File: src/rtl/gray_sweep_ctrl.sv
// gray_sweep_ctrl: Gray-code position sweep sequencer with start/done handshake
module gray_sweep_ctrl #(
    parameter int N = 4
) (
    input  logic         clk,
    input  logic         rst,
    input  logic         start,
    input  logic [N-1:0] cfg_start,
    input  logic [N-1:0] cfg_steps,
    input  logic         cfg_dir,
    input  logic         cfg_wrap_en,
    input  logic         pause,
    input  logic         abort,
    output logic         busy,
    output logic         done,
    output logic         err,
    output logic         step_valid,
    output logic [N-1:0] bin_out,
    output logic [N-1:0] gray_out
);
    localparam logic [1:0] IDLE = 2'd0;
    localparam logic [1:0] RUN  = 2'd1;
    localparam logic [1:0] FIN  = 2'd2;
    localparam logic [N-1:0] ONE = {{(N-1){1'b0}}, 1'b1};

    logic [1:0]   state_q, state_d;
    logic [N-1:0] bin_q, bin_d, rem_q, rem_d;
    logic         dir_q, dir_d, err_q, err_d, sv_q, sv_d;
    logic [N:0]   sum;
    logic         reject;

    assign sum    = {1'b0, cfg_start} + {1'b0, cfg_steps};
    assign reject = !cfg_wrap_en && (cfg_dir ? sum[N] : (cfg_steps > cfg_start));

    // Next-state: command acceptance in IDLE, stepping/abort/pause in RUN
    always_comb begin
        state_d = state_q;
        bin_d   = bin_q;
        rem_d   = rem_q;
        dir_d   = dir_q;
        err_d   = 1'b0;
        sv_d    = 1'b0;
        case (state_q)
            IDLE: if (start) begin
                if (reject) err_d = 1'b1;
                else begin
                    bin_d   = cfg_start;
                    rem_d   = cfg_steps;
                    dir_d   = cfg_dir;
                    state_d = (cfg_steps == '0) ? FIN : RUN;
                end
            end
            RUN: if (abort) state_d = IDLE;
            else if (!pause) begin
                bin_d   = dir_q ? bin_q + ONE : bin_q - ONE;
                rem_d   = rem_q - ONE;
                sv_d    = 1'b1;
                state_d = (rem_q == ONE) ? FIN : RUN;
            end
            default: state_d = IDLE;
        endcase
    end

    // State registers, cleared asynchronously so a mid-sweep reset lands in IDLE at once
    always_ff @(posedge clk or posedge rst) begin
        if (rst) begin
            state_q <= IDLE;
            bin_q   <= '0;
            rem_q   <= '0;
            dir_q   <= 1'b0;
            err_q   <= 1'b0;
            sv_q    <= 1'b0;
        end else begin
            state_q <= state_d;
            bin_q   <= bin_d;
            rem_q   <= rem_d;
            dir_q   <= dir_d;
            err_q   <= err_d;
            sv_q    <= sv_d;
        end
    end

    assign busy       = (state_q == RUN);
    assign done       = (state_q == FIN);
    assign err        = err_q;
    assign step_valid = sv_q;
    assign bin_out    = bin_q;
    assign gray_out   = bin_q ^ (bin_q >> 1);
endmodule
File: config.mk
export PLATFORM = sky130hd
export DESIGN_NAME = gray_sweep_ctrl
export DESIGN_NICKNAME = d
export VERILOG_FILES = /design/src/rtl/gray_sweep_ctrl.sv
export SDC_FILE = /design/constraint.sdc
export NUM_CORES = 1
export LEC_CHECK = 0
export CORE_ASPECT_RATIO = 1.25
export CORE_UTILIZATION = 45
export DETAILED_ROUTE_END_ITERATION = 7
export GPL_TIMING_DRIVEN = 0
export PLACE_DENSITY = 0.74
export SLEW_MARGIN = 40
export SYNTH_ARGS = -nofsm -noshare
export SYNTH_HDL_FRONTEND = slang
export SYNTH_SLANG_ARGS = --single-unit
File: constraint.sdc
create_clock -name clk -period 4.41 [get_ports clk]
set_input_delay 0.6615 -clock clk [delete_from_list [all_inputs] [get_ports clk]]
set_output_delay 0.6615 -clock clk [all_outputs]
set_load 0.01 [all_outputs]
## After elaboration in Yosys (flattened, before gate mapping)

Index checks and enable logic that the tools add are counted.

| word-level totals | value |
|---|---|
| register bits | 13 |
| output and inout port bits | 12 |
| word-level logic and storage cells | 54 |

| cells by class | value |
|---|---|
| $add $sub $neg | 4 |
| $lt $le $gt $ge | 1 |
| equal/unequal tests | 8 |
| multiplexer cells | 25 |
| bitwise operators | 2 |
| reductions and logical operators | 8 |

Operators with widths:

| kind | count |
|---|---|
| $mux W4 | 9 |
| $pmux W4 S2 | 2 |
| $mux W2 | 6 |
| $ne A2 B2 Y1 const B | 4 |
| $sub A4 B1 Y4 const B | 2 |
| $mux W1 | 7 |
| $reduce_and A3 Y1 | 2 |
| $add A4 B4 Y5 | 1 |
| $reduce_and A5 Y1 | 1 |
| $add A4 B1 Y4 const B | 1 |
| $eq A4 B1 Y1 const B | 1 |
| $gt A4 B4 Y1 | 1 |
| $logic_not A4 Y1 | 1 |
| $pmux W2 S2 | 1 |
| $xor A4 B3 Y4 | 1 |
| $ne A3 B3 Y1 const B | 1 |
| $eq A2 B1 Y1 const B | 1 |
| $eq A2 B2 Y1 const B | 1 |
| $logic_not A2 Y1 | 1 |
| $reduce_bool A2 Y1 | 1 |
| $logic_and A1 B1 Y1 | 1 |
| $logic_not A1 Y1 | 1 |
| $not A1 Y1 | 1 |

## Depth between registers and ports, before layout

| depth | value |
|---|---|
| word-level depth | 6 |
| mapped depth | 8 |
| gate-level depth less buffers | 7 |

## Worst setup path before layout

Ideal clock, no wire load.

| path | value |
|---|---|
| path type | in2reg |
| from | input port cfg_start[1] |
| to | register bin_q[1], in the netlist bin_out[1] |
| setup time | 0.125 ns |
| arrival time | 2.392 ns |
| data required time | 4.285 ns |
| path slack | 1.893 ns |
| stages | 8 |
| cells stage by stage | inv_1 -> ha_1 -> nand2b_4 -> a221o_1 -> a221o_1 -> buf_6 -> o21ai_4 -> mux2_4 |

| on the way | value |
|---|---|
| cells in the longest elaborated chain, start to end | 5 |

Ends and longest elaborated chain:

| item | RTL line | RTL |
|---|---|---|
| start, declared | 8 | `input logic [N-1:0] cfg_start,` |
| $add A4 B4 Y5 / $gt A4 B4 Y1 (equally long branches) | 32, 33 |  |
| $mux W1 | 33 | `assign reject = !cfg_wrap_en && (cfg_dir ? sum[N] : (cfg_steps > cfg_start));` |
| $logic_and A1 B1 Y1 | 33 |  |
| $ne A2 B2 Y1 (no line) | - |  |
| $reduce_and A5 Y1 (no line) | - |  |
| end signal, assigned | 75 | `bin_q <= bin_d;` |
| end, declared | 27 | `logic [N-1:0] bin_q, bin_d, rem_q, rem_d;` |

Parallel ways exist; a longest one is shown, timed or not. The select of a mux whose other input is x is not followed.
A chain may end at the register's enable or synchronous reset.

## Final worst setup path

Same ends and word-level chain as after synthesis.

==> out/qor.txt <==
Crit path required time - 4.58 ns
Clock transition at path regs - 0.08 ns
Critical Path Source Type - input port
Clk Latency, worst-skew pair - 0.28 ns
Nets@finish - 172
Initial Utilization - 47.5%
Clock power frac - 10.6%
Post-route setup TNS - 0 ns
Starting DRC count in detailed routing - 25
Die Span Y - 56.0 µm
Vias in the first global route - 967
Relative slew slack - 66.1%
Min-delay worst type - register to register
H-tree Lvls - 1
Final setup viols - 0
Placed Area - 1350 µm²
Final Max Slew Viols - 0
Distinct cells, synth - 39
Most common cell after layout, fill and taps aside - clkdlybuf4s50_1
# diodes - 0
Inserted Clock Buffers - 3
CP endpoint kind - register
Synthesized area per cell - 9.30 µm²
Register area share after synthesis - 31.0%
Row Count - 19
Cells after Synth - 113
Placeable Area - 2210 µm²
Pint - 430 µW
Gr ovfl total - 0
Outcome - complete, no violations
Synth-to-layout area growth - 31.0%
Vias - 972
Worst hold slack - 0.544 ns
Period minus WS final - 2.92 ns
Maximum vdd drop - 272 µV
Post-CTS Setup Repair Bufs - 0
Final Core Density - 62.3%
Post-route DRC violation count - 0
CTS tree - built
Slowest stage delay, CP - 0.48 ns
I/O pins - 27
Filler cells - 207
Clock skew - 0.00283 ns
Worst-path fanout max - 9
Final wirelength - 2420 µm
Die Span X - 45.2 µm
Sw Share - 39.7%
Final hold vios - 0
Most frequent cells in the layout - clkdlybuf4s50_1, inv_1, dfrtp_1
Synth area leader - dfrtp_1
Critical Path AT - 3.09 ns
Hold Buf Count CTS - 0
Final Instance Area - 1380 µm²
Vias/cell - 5.59
Syn Nets - 141
Antenna-violating nets left - 0
PwrDens - 518 nW/µm²
Layout cells sized above 1 - 9.09%
Final cell count without fillers - 174
Max cap viols - 0
Post-synthesis cell area - 1050 µm²
Total GRT Usage - 22.3%
Period utilisation layout - 66.2%
Synth top area share - 31.0%
Largest net degree at the start of global routing - 14
Net Sw Power - 283 µW
Avg WL per Cell - 13.9 µm
Worst Tran Pin Value - 0.508 ns
Routability cong. - 0.791
Die area - 2530 µm²
CP Buf/Inv Count - 3
Kind of critical path - input port to register
Clk sinks - 13
CP delay by family, top - compound AO/OA/AOI/OAI gates
Fmax - 342 MHz
Placed Cells - 170
Area contributors post-synth - dfrtp_1, ha_1, inv_1
Root Driver - clkbuf_4
Part of the power in registers - 30.5%
Crit-path slowest cell - clkdlybuf4s50_1
RSZ-0062 raised after global routing - false
IO buf count - 26
Post-CTS sizing - 0
First-pass GRT wire length - 4160 µm
Initial antenna violation count - 0
DR pass1 iterations - 4
Post-DP HPWL - 1930 µm
Synth Warn # - 0
Max Root-Sink Buffers - 2
CP most frequent cell - a221o_1
Logic pwr share - 58.9%
Critical-path cell list - clkdlybuf4s50_1 -> inv_1 -> ha_1 -> nand2b_4 -> a221o_1 -> a221o_1 -> buf_6 -> o21ai_4 -> mux2_4
Register bit total from synthesis - 13
Leak Pwr - 0.000623 µW
stage by stage:
step                      setup WS, ns  power (µW)
final                             1.49         713
after CTS                         1.50         719
after detailed placement          1.19         642
after global placement            1.25         624
after global routing              1.37         769
after floorplan                   1.89         463
sequential cells by signal (all words and copies together) (netlist names):
signal / cells
dir_q: 1
step_valid: 1
state_q: 2
err: 1
rem_q: 4
bin_out: 4
metal layers:
| layer | vias to the layer above | GRT usage [%] | share of wire (%) |
|---|---|---|---|
| met5 | - | 0 | 0 |
| met2 | 36 | 36.2 | 51 |
| met4 | 0 | 10.8 | 2.1 |
| met3 | 7 | 2.92 | 3.6 |
| met1 | 468 | 27.9 | 43 |
| li1 | 461 | - | - |
final cells by class:
type | instances | area (µm²) | area share (%)
well taps | 31 | 38.8 | 2.82
flip-flops and latches | 13 | 325 | 23.6
plain buffers | 4 | 27.5 | 2.00
repair buffers | 26 | 260 | 18.9
multi-input cells | 82 | 646 | 46.9
inverters | 14 | 52.6 | 3.82
clock buffers | 4 | 26.3 | 1.91
cell usage after synthesis:
library cell   n
nor2b_1        2
a211oi_1       2
a221o_1        2
or4_1          1
o21bai_1       1
a32o_1         1
a2bb2oi_1      2
mux2_2         1
nand4_1        1
o22a_1         1
dfrtp_1       13
inv_1         14
buf_2          1
a31oi_1        3
mux2i_1        1
mux2_4         2
nor3_1         4
o2111a_1       1
o2bb2ai_1      1
nor2_1         9
a21o_1         1
fa_1           1
ha_1          12
o32ai_1        1
xnor2_1        1
nand2b_1       1
clkbuf_1       1
xor2_1         4
nand2_1        7
or4b_2         1
o221a_2        1
a21oi_1        5
buf_6          1
nand2b_4       1
o21ai_0        7
nor3b_1        1
o21ai_4        1
o211ai_1       2
buf_4          1
worst min-delay path, delay by kind of cell, from the launching register on:
kind,cells,cell delay [ns]
flip-flops,1,0.40
buffers and inverters,1,0.06
AO/OA/AOI/OAI,1,0.05
cells by family after synthesis:
logic type                 synth area share [%]
AOI/OAI and AO/OA                          22.5
xor gates and xnor gates                   4.17
adders and majority gates                  16.2
buffers and inverters                      7.62
DFF                                        31.0
muxes                                      4.88
and+or+nand+nor                            13.7
power by group through the flow:
stage               clock, µW  combinational (µW)  sequential, µW
finish                   75.8                 420             218
global route             82.3                 460             227
CTS                      77.9                 423             218
detailed placement          0                 422             221
global placement            0                 408             216
floorplan                   0                 246             217
worst paths after layout:
check / from / slack [ns] / end / cells after the start
setup reg to reg: state_q[0] / 2.52 / bin_out[2] / 6
hold reg to reg: rem_q[3] / 0.54 / rem_q[3] / 2
setup / recovery: cfg_start[1] / 1.49 / bin_out[1] / 9
max in group asynchronous: rst / 3.37 / rem_q[0] / 2
hold / removal: rem_q[3] / 0.54 / rem_q[3] / 2
min in group asynchronous: rst / 0.70 / bin_out[2] / 2
Note: power is estimated with default switching activity, not from simulation.
